[config.mk]
export PLATFORM = sky130hd
export DESIGN_NAME = complex_mult_driver_flat
export DESIGN_NICKNAME = d
export VERILOG_FILES = /design/src/rtl/complex_mult_driver_if.sv /design/src/rtl/complex_mult_driver.sv /design/src/flat_wrapper.sv
export SDC_FILE = /design/constraint.sdc
export NUM_CORES = 1
export LEC_CHECK = 0
export ABC_AREA = 1
export CELL_PAD_IN_SITES_DETAIL_PLACEMENT = 0
export CELL_PAD_IN_SITES_GLOBAL_PLACEMENT = 2
export CORE_MARGIN = 3
export CORE_UTILIZATION = 36
export CTS_BUF_LIST = sky130_fd_sc_hd__clkbuf_8
export CTS_CLUSTER_DIAMETER = 200
export DETAILED_ROUTE_END_ITERATION = 10
export GPL_ROUTABILITY_DRIVEN = 1
export PLACE_DENSITY_LB_ADDON = 0.1
export SLEW_MARGIN = 20
export SYNTH_ARGS = -nofsm -noshare
export SYNTH_HDL_FRONTEND = slang
export SYNTH_SLANG_ARGS = --single-unit
[constraint.sdc]
create_clock -name clk -period 2.8 [get_ports clk]
set_input_delay 0.42 -clock clk [delete_from_list [all_inputs] [get_ports clk]]
set_output_delay 0.42 -clock clk [all_outputs]
set_load 0.03 [all_outputs]
[src/rtl/complex_mult_driver_if.sv]
// Bundles the host FIFO, multiplier handshake and status signals of complex_mult_driver.
// slave is the driver's view; master is the view of whatever surrounds it (host plus multiplier).
interface complex_mult_driver_if #(
  parameter int DATA_WIDTH = 8
);
  logic                    wr_en;
  logic [4*DATA_WIDTH-1:0] wr_data;
  logic                    wr_full;
  logic                    op_val;
  logic                    op_ready;
  logic [4*DATA_WIDTH-1:0] op_data;
  logic                    res_val;
  logic                    res_ready;
  logic [4*DATA_WIDTH-1:0] res_data;
  logic                    rd_en;
  logic [4*DATA_WIDTH-1:0] rd_data;
  logic                    rd_empty;
  logic                    busy;
  logic [1:0]              err;

  modport slave (
    input  wr_en, wr_data, op_ready, res_val, res_data, rd_en,
    output wr_full, op_val, op_data, res_ready, rd_data, rd_empty, busy, err
  );

  modport master (
    output wr_en, wr_data, op_ready, res_val, res_data, rd_en,
    input  wr_full, op_val, op_data, res_ready, rd_data, rd_empty, busy, err
  );
endinterface

[src/rtl/complex_mult_driver.sv]
// Feeds queued operand pairs to a complex multiplier one at a time and queues its results.
// Define COMPLEX_MULT_DRIVER_ERR_EN to compile in the sticky overflow/underflow flags on err.
module complex_mult_driver #(
  parameter int DATA_WIDTH = 8,
  parameter int FIFO_DEPTH = 4
) (
  input  logic                 clk,
  input  logic                 rstn,
  input  logic                 sw_rst,
  complex_mult_driver_if.slave bus
);
  localparam int W  = 4 * DATA_WIDTH;
  localparam int AW = $clog2(FIFO_DEPTH);
  localparam int CW = AW + 1;
  localparam logic [AW-1:0] PTR_ONE  = AW'(1);
  localparam logic [CW-1:0] CNT_ONE  = CW'(1);
  localparam logic [CW-1:0] CNT_FULL = CW'(FIFO_DEPTH);

  typedef enum logic [1:0] {
    IDLE     = 2'd0,
    ISSUE    = 2'd1,
    WAIT_RES = 2'd2
  } state_t;

  state_t        state_r;
  state_t        state_next_s;

  logic [W-1:0]  cmd_mem_r [FIFO_DEPTH];
  logic [AW-1:0] cmd_wptr_r;
  logic [AW-1:0] cmd_rptr_r;
  logic [CW-1:0] cmd_cnt_r;
  logic [W-1:0]  res_mem_r [FIFO_DEPTH];
  logic [AW-1:0] res_wptr_r;
  logic [AW-1:0] res_rptr_r;
  logic [CW-1:0] res_cnt_r;
  logic [W-1:0]  hold_r;

  logic cmd_full_s;
  logic cmd_empty_s;
  logic res_full_s;
  logic res_empty_s;
  logic cmd_push_s;
  logic cmd_pop_s;
  logic res_push_s;
  logic res_pop_s;

  assign cmd_full_s  = (cmd_cnt_r == CNT_FULL);
  assign cmd_empty_s = (cmd_cnt_r == '0);
  assign res_full_s  = (res_cnt_r == CNT_FULL);
  assign res_empty_s = (res_cnt_r == '0);

  // An issue reserves a result slot by requiring it free before any same-cycle host pop.
  assign cmd_push_s = bus.wr_en && !cmd_full_s;
  assign cmd_pop_s  = (state_r == IDLE) && !cmd_empty_s && !res_full_s;
  assign res_push_s = (state_r == WAIT_RES) && bus.res_val;
  assign res_pop_s  = bus.rd_en && !res_empty_s;

  // FIFO storage arrays; contents are only visible through the reset pointers and counts.
  always_ff @(posedge clk) begin
    if (cmd_push_s) cmd_mem_r[cmd_wptr_r] <= bus.wr_data;
    if (res_push_s) res_mem_r[res_wptr_r] <= bus.res_data;
  end

  // Command FIFO pointers and occupancy.
  always_ff @(posedge clk or negedge rstn) begin
    if (!rstn) begin
      cmd_wptr_r <= '0;
      cmd_rptr_r <= '0;
      cmd_cnt_r  <= '0;
    end else if (sw_rst) begin
      cmd_wptr_r <= '0;
      cmd_rptr_r <= '0;
      cmd_cnt_r  <= '0;
    end else begin
      if (cmd_push_s) cmd_wptr_r <= cmd_wptr_r + PTR_ONE;
      if (cmd_pop_s)  cmd_rptr_r <= cmd_rptr_r + PTR_ONE;
      case ({cmd_push_s, cmd_pop_s})
        2'b10:   cmd_cnt_r <= cmd_cnt_r + CNT_ONE;
        2'b01:   cmd_cnt_r <= cmd_cnt_r - CNT_ONE;
        default: cmd_cnt_r <= cmd_cnt_r;
      endcase
    end
  end

  // Result FIFO pointers and occupancy.
  always_ff @(posedge clk or negedge rstn) begin
    if (!rstn) begin
      res_wptr_r <= '0;
      res_rptr_r <= '0;
      res_cnt_r  <= '0;
    end else if (sw_rst) begin
      res_wptr_r <= '0;
      res_rptr_r <= '0;
      res_cnt_r  <= '0;
    end else begin
      if (res_push_s) res_wptr_r <= res_wptr_r + PTR_ONE;
      if (res_pop_s)  res_rptr_r <= res_rptr_r + PTR_ONE;
      case ({res_push_s, res_pop_s})
        2'b10:   res_cnt_r <= res_cnt_r + CNT_ONE;
        2'b01:   res_cnt_r <= res_cnt_r - CNT_ONE;
        default: res_cnt_r <= res_cnt_r;
      endcase
    end
  end

  // Operand holding register, loaded from the command FIFO head at issue.
  always_ff @(posedge clk or negedge rstn) begin
    if (!rstn) begin
      hold_r <= '0;
    end else if (sw_rst) begin
      hold_r <= '0;
    end else if (cmd_pop_s) begin
      hold_r <= cmd_mem_r[cmd_rptr_r];
    end else begin
      hold_r <= hold_r;
    end
  end

  // FSM state register.
  always_ff @(posedge clk or negedge rstn) begin
    if (!rstn) begin
      state_r <= IDLE;
    end else if (sw_rst) begin
      state_r <= IDLE;
    end else begin
      state_r <= state_next_s;
    end
  end

  // FSM next-state logic and state-decoded handshake outputs.
  always_comb begin
    state_next_s  = state_r;
    bus.op_val    = 1'b0;
    bus.res_ready = 1'b0;
    bus.busy      = 1'b1;
    case (state_r)
      IDLE: begin
        bus.busy = 1'b0;
        if (cmd_pop_s) state_next_s = ISSUE;
        else           state_next_s = IDLE;
      end
      ISSUE: begin
        bus.op_val = 1'b1;
        if (bus.op_ready) state_next_s = WAIT_RES;
        else              state_next_s = ISSUE;
      end
      WAIT_RES: begin
        bus.res_ready = 1'b1;
        if (bus.res_val) state_next_s = IDLE;
        else             state_next_s = WAIT_RES;
      end
      default: begin
        bus.busy     = 1'b0;
        state_next_s = IDLE;
      end
    endcase
  end

  // Host-facing data and flags; stale FIFO words are masked while empty.
  always_comb begin
    bus.wr_full  = cmd_full_s;
    bus.rd_empty = res_empty_s;
    bus.op_data  = hold_r;
    if (res_empty_s) bus.rd_data = '0;
    else             bus.rd_data = res_mem_r[res_rptr_r];
  end

`ifdef COMPLEX_MULT_DRIVER_ERR_EN
  logic [1:0] err_r;

  // Sticky {overflow, underflow} flags for host accesses the FIFOs refused.
  always_ff @(posedge clk or negedge rstn) begin
    if (!rstn) begin
      err_r <= 2'b00;
    end else if (sw_rst) begin
      err_r <= 2'b00;
    end else begin
      err_r <= err_r | {bus.wr_en && cmd_full_s, bus.rd_en && res_empty_s};
    end
  end

  assign bus.err = err_r;
`else
  assign bus.err = 2'b00;
`endif
endmodule
[src/flat_wrapper.sv]
// flat-port wrapper written by rule: the top's interface ports become plain ports
module complex_mult_driver_flat 
#(
  parameter int DATA_WIDTH = 8,
  parameter int FIFO_DEPTH = 4
)
  (clk, rstn, sw_rst, bus_wr_en, bus_wr_data, bus_op_ready, bus_res_val, bus_res_data, bus_rd_en, bus_wr_full, bus_op_val, bus_op_data, bus_res_ready, bus_rd_data, bus_rd_empty, bus_busy, bus_err);
  complex_mult_driver_if #(.DATA_WIDTH(DATA_WIDTH)) bus_i ();
  input  logic clk;
  input  logic rstn;
  input  logic sw_rst;
  input wire logic [$bits(bus_i.wr_en)-1:0] bus_wr_en;
  input wire logic [$bits(bus_i.wr_data)-1:0] bus_wr_data;
  input wire logic [$bits(bus_i.op_ready)-1:0] bus_op_ready;
  input wire logic [$bits(bus_i.res_val)-1:0] bus_res_val;
  input wire logic [$bits(bus_i.res_data)-1:0] bus_res_data;
  input wire logic [$bits(bus_i.rd_en)-1:0] bus_rd_en;
  output wire logic [$bits(bus_i.wr_full)-1:0] bus_wr_full;
  output wire logic [$bits(bus_i.op_val)-1:0] bus_op_val;
  output wire logic [$bits(bus_i.op_data)-1:0] bus_op_data;
  output wire logic [$bits(bus_i.res_ready)-1:0] bus_res_ready;
  output wire logic [$bits(bus_i.rd_data)-1:0] bus_rd_data;
  output wire logic [$bits(bus_i.rd_empty)-1:0] bus_rd_empty;
  output wire logic [$bits(bus_i.busy)-1:0] bus_busy;
  output wire logic [$bits(bus_i.err)-1:0] bus_err;
  assign bus_i.wr_en = bus_wr_en;
  assign bus_i.wr_data = bus_wr_data;
  assign bus_i.op_ready = bus_op_ready;
  assign bus_i.res_val = bus_res_val;
  assign bus_i.res_data = bus_res_data;
  assign bus_i.rd_en = bus_rd_en;
  assign bus_wr_full = bus_i.wr_full;
  assign bus_op_val = bus_i.op_val;
  assign bus_op_data = bus_i.op_data;
  assign bus_res_ready = bus_i.res_ready;
  assign bus_rd_data = bus_i.rd_data;
  assign bus_rd_empty = bus_i.rd_empty;
  assign bus_busy = bus_i.busy;
  assign bus_err = bus_i.err;
  complex_mult_driver #(.DATA_WIDTH(DATA_WIDTH), .FIFO_DEPTH(FIFO_DEPTH)) u_core (.clk(clk), .rstn(rstn), .sw_rst(sw_rst), .bus(bus_i));
endmodule
; ---- After elaboration in Yosys (flattened, before gate mapping)
; Memory sizes are Yosys's and may differ from the RTL's.
; Cells that the tools add are included.
[op_classes]
multipliers = 0
n_bitwise = 0
n_lt_le_gt_ge = 0
reduce_logical = 19
n_mux = 27
eq_ne = 8
shift = 0
div = 0
n_addsub = 8
[ops]
columns = cell, count
row1 = two-way mux 32 bit, 3
row2 = two-way mux 2 bit, 11
row3 = one-hot mux 3 bit (2 select lines), 2
row4 = "adder 2 x 1 -> 2 bit, second input constant", 4
row5 = two-way mux 1 bit, 8
row6 = nonzero test 2 bit, 4
row7 = "adder 3 x 1 -> 3 bit, second input constant", 2
row8 = "equality test 2 x 1 -> 1 bit, second input constant", 3
row9 = "equality test 2 bit, second input constant", 3
row10 = "equality test 3 bit, second input constant", 2
row11 = logical NOT 3 bit, 2
row12 = two-way mux 3 bit, 2
row13 = one-hot mux 2 bit (3 select lines), 1
row14 = nonzero test 3 bit, 2
row15 = "subtractor 3 x 1 -> 3 bit, second input constant", 2
row16 = logical AND 1 bit, 5
row17 = logical NOT 1 bit, 4
row18 = logical NOT 2 bit, 1
row19 = OR reduction 2 bit, 1
[word_totals]
output_inout_bits = 71
inputBits = 71
regBits = 48
rom_bits = 0
n_memories = 2
latchBits = 0
ram_bits = 256
elab_cells = 72
[mem_list]
columns = memory, depth, word_bits, read_ports, rd_ports_with_merged_regs, wr, line_no
row1 = u_core.cmd_mem_r, 4, 32, 1, 0, 1, complex_mult_driver.sv:28  ; logic [W-1:0] cmd_mem_r [FIFO_DEPTH];
row2 = u_core.res_mem_r, 4, 32, 1, 0, 1, complex_mult_driver.sv:32  ; logic [W-1:0] res_mem_r [FIFO_DEPTH];

; ---- Logic depth before layout (Yosys ltp)
[logic_depth]
ltp_word = 7
ltp_mapped = 13
mapped_depth_nobuf = 13

; ---- Worst setup path after synthesis
; OpenSTA, ideal clock, no wires.
[synth_path]
kind = flip-flop to flip-flop
startpoint = register u_core.state_r[0]
endpoint = memory u_core.res_mem_r[0][0] in the netlist's numbering, enable pin
n_path_buf = 0
period_less_slack_ps = 2880
t_required_ps = 2379
stages_incl_launch_ff = 5
setup_time_ps = 421
slack_ps = -80
arrival_time_ps = 2459
cell_sequence = dfrtp_1 inv_1 ha_1 nand2_1 nor2_1
[synth_between]
elab_chain_len = 4
[synth_lines]
columns = item, line_no
row1 = from (decl), complex_mult_driver.sv:25  ; state_t state_r;
row2 = from (signal assigned), complex_mult_driver.sv:126  ; state_r <= state_next_s;
row3 = equality test 2 bit, complex_mult_driver.sv:55  ; assign res_push_s = (state_r == WAIT_RES) && bus.res_val;
row4 = logical AND 1 bit, complex_mult_driver.sv:55
row5 = two-way mux 1 bit, complex_mult_driver.sv:61  ; if (res_push_s) res_mem_r[res_wptr_r] <= bus.res_data;
row6 = two-way mux 1 bit (implied by the code), complex_mult_driver.sv:61
row7 = to (decl), complex_mult_driver.sv:32
; No other way between the ends.

; ---- Worst setup path in the final report
[layout_path]
startpoint = register u_core.res_rptr_r[1]
endpoint = output bus_rd_data[10]
[layout_between]
elab_chain_len = 2
[layout_lines]
columns = item, line_no
row1 = from (decl), complex_mult_driver.sv:34  ; logic [AW-1:0] res_rptr_r;
row2 = from (signal assigned), complex_mult_driver.sv:97  ; if (res_pop_s) res_rptr_r <= res_rptr_r + PTR_ONE;
row3 = memory read (4 x 32 bit), n/a
row4 = two-way mux 32 bit, complex_mult_driver.sv:164  ; if (res_empty_s) bus.rd_data = '0;
row5 = to (decl), flat_wrapper.sv:22  ; output wire logic [$bits(bus_i.rd_data)-1:0] bus_rd_data;
; No other way between the ends.

==> out/results.txt <==
Mean post-synth cell area -> 12.5 um^2
Reg clk slew, reported paths -> 50 ps
Final Max Tran Viols -> 0
Share of post-route cells with drive strength above 1 -> 0.124
Remaining antenna violation count -> 0
Worst-Skew Late Latency -> 560 ps
Crit start category -> flop
Count leader, synth -> edfxtp_1
Worst slew pin tran -> 671 ps
Arr. time, crit path -> 2110 ps
ANT cells -> 0
Starting Density -> 0.368
Register bit total from synthesis -> 304
Area share of the largest cell type after synthesis -> 0.635
DR vias -> 7,615
Crit-path max FO -> 32
Root Driver -> clkbuf_8
H-tree depth -> 2
Via density -> 4.73
Max cap viols -> 0
Largest net degree at the start of global routing -> 69
Synth top cells by count -> edfxtp_1 (256), nor2_1 (206), o21ai_0 (106)
Critical path class -> reg -> out
Vias in the first global route -> 7,938
Post-DP HPWL -> 15,300 um
Routed WL -> 28,400 um
TritonCTS clock tree -> built
Top_reg_cell synth -> edfxtp_1
Boundary pin count -> 142
YS warnings -> 0
Setup violations, final -> 0
Post-synth cell types -> 32
Initial antenna violation count -> 3
Worst Setup Slack, final -> 274 ps
Synthesized instance count -> 967
Core Rows -> 66
Cts bufs inserted -> 53
Wire per inst -> 17.7 um
TritonRoute pass-1 iters -> 4
RSZ-0062 raised after global routing -> no
PortBufs -> 139
Seq/Total Area, Yosys -> 0.734
Die footprint -> 0.0359 mm^2
PwrDens -> 917 mW/mm^2
Pre-CTS WS -> 393 ps
DIE HEIGHT -> 189 um
Fin Clk Skew -> 23.6 ps
Post-Syn Area -> 0.0121 mm^2
Starting DRC count in detailed routing -> 351
GP Congestion -> 0.709
EDFF count, synth -> 256
Tot Pwr -> 13.8 mW
Sink count of the clock tree -> 304
Hold Path Class -> in -> async
Outcome -> finished clean
FFs w/ async S/R, synth -> 0.158
First-pass GRT wire length -> 44,200 um
Fmax -> 396 MHz
Synth top area cells -> edfxtp_1 (63%), dfrtp_1 (9.9%), nor2_1 (6.4%), o21ai_0 (4.4%), nand2_1 (2.5%)
Drc violations -> 0
Layout area overhead -> 24.1%
WP data required -> 2380 ps
CP Capture Type -> output port
Synth area leader -> edfxtp_1
Maximum vdd drop -> 432 uV
Tot GR Track Use -> 0.158
Leak -> 5.61 nW
Grt total ovfl -> 0
Tcrit/Tclk final -> 0.902
Nets -> 1,212
Core area -> 0.0329 mm^2
Clock Tree Buf Depth -> 3
Die width -> 189 um
Final Hold Vio Count -> 0
Slew HR -> 0.553
Final Critical Period -> 2530 ps
[worst max-delay path: stages (launching register included)]
cell,delay (ps)
dfrtp_1,320
buf_4,220
inv_1,90
buf_4,280
nor2_1,130
o21ai_0,80
a21oi_1,220
buf_4,210
[what timing repair did]
action                                  in CTS  in global routing
hold buffers                                 1                  0
buffers inserted                             0                  0
hold endpoints to repair                    48                  0
gates resized for setup                      0                  1
endpoints found under the setup margin       0                  1
[state kept, by name, indices dropped and copies added, names as in the netlist]
signal	cells
u_core.cmd_cnt_r	3
u_core.cmd_mem_r	128
u_core.res_mem_r	128
u_core.res_cnt_r	3
u_core.bus.op_data	32
u_core.state_r	2
u_core.cmd_rptr_r	2
u_core.res_wptr_r	2
u_core.res_rptr_r	2
u_core.cmd_wptr_r	2
[metrics by stage]
step / hold WS [ps] / TNS [ps] / util / instances / cell area (um^2)
2_1_floorplan: 124 / -10260 / - / 968 / 12100
3_3_place_gp: 451 / 0 / 0.425 / 1513 / 14000
3_5_place_dp: 452 / 0 / 0.425 / 1513 / 14000
4_1_cts: 373 / 0 / 0.457 / 1611 / 15000
5_1_grt: 389 / 0 / 0.457 / 1611 / 15000
6_report: 389 / 0 / 0.457 / 1611 / 15000
[worst paths after layout]
| check | depth (start not counted) | slack [ps] | startpoint | endpoint |
|---|---|---|---|---|
| max | 7 | 270 | u_core.res_rptr_r[1] | bus_rd_data[10] |
| min | 3 | 390 | rstn | u_core.bus.op_data[27] |
| max reg2reg | 12 | 720 | u_core.cmd_cnt_r[0] | u_core.cmd_cnt_r[2] |
| min reg2reg | 2 | 510 | u_core.bus.op_data[26] | u_core.bus.op_data[26] |
| max in group asynchronous | 3 | 2130 | rstn | u_core.res_rptr_r[0] |
| min in group clk | 1 | 490 | bus_wr_data[19] | u_core.cmd_mem_r[2][19] |
[logic make-up after synthesis]
logic type | count (synthesis) | synth area share
other | 1 | 0.000310
xor gates and xnor gates | 3 | 0.00217
and+or+nand+nor | 345 | 0.116
AOI/OAI and AO/OA | 207 | 0.0893
DFF | 304 | 0.734
buffers and inverters | 93 | 0.0423
adders and majority gates | 14 | 0.0157
[layer usage]
layer	vias to the layer above	part of all wire	wire, um	GRT usage
met4	6	0.016	454	0.0415
li1	3741	-	-	-
met5	-	0.0013	36	0
met3	53	0.052	1470	0.0376
met2	164	0.50	14300	0.280
met1	3651	0.43	12200	0.193
[cell type report]
type	instances	area, um^2
clock buffers	59	812
clock inverters	38	229
fillers	3047	17800
inverters	34	131
multi-input cells	571	2770
flip-flops and latches	304	8890
well taps	442	553
repair buffers	163	1640
[report_power, final]
group          internal [mW]  total (mW)  leakage, nW  switching, mW
clock network           2.19        3.91        0.629           1.71
logic                   1.42        4.38         2.02           2.95
registers               5.33        5.50         2.96          0.168
total                   8.94        13.8         5.61           4.84
[placed cells by master (no fill, tap or decap), types with 32 or more instances in the layout]
| master | instances |
|---|---|
| clkbuf_8 | 59 |
| o22ai_1 | 32 |
| buf_4 | 44 |
| nand2_1 | 82 |
| nand3_1 | 42 |
| inv_1 | 56 |
| clkdlybuf4s50_1 | 105 |
| o21ai_0 | 106 |
| nor2_1 | 198 |
| a21oi_1 | 36 |
| edfxtp_1 | 256 |
| dfrtp_1 | 46 |
No activity file was read; power rests on OpenSTA's default activity.
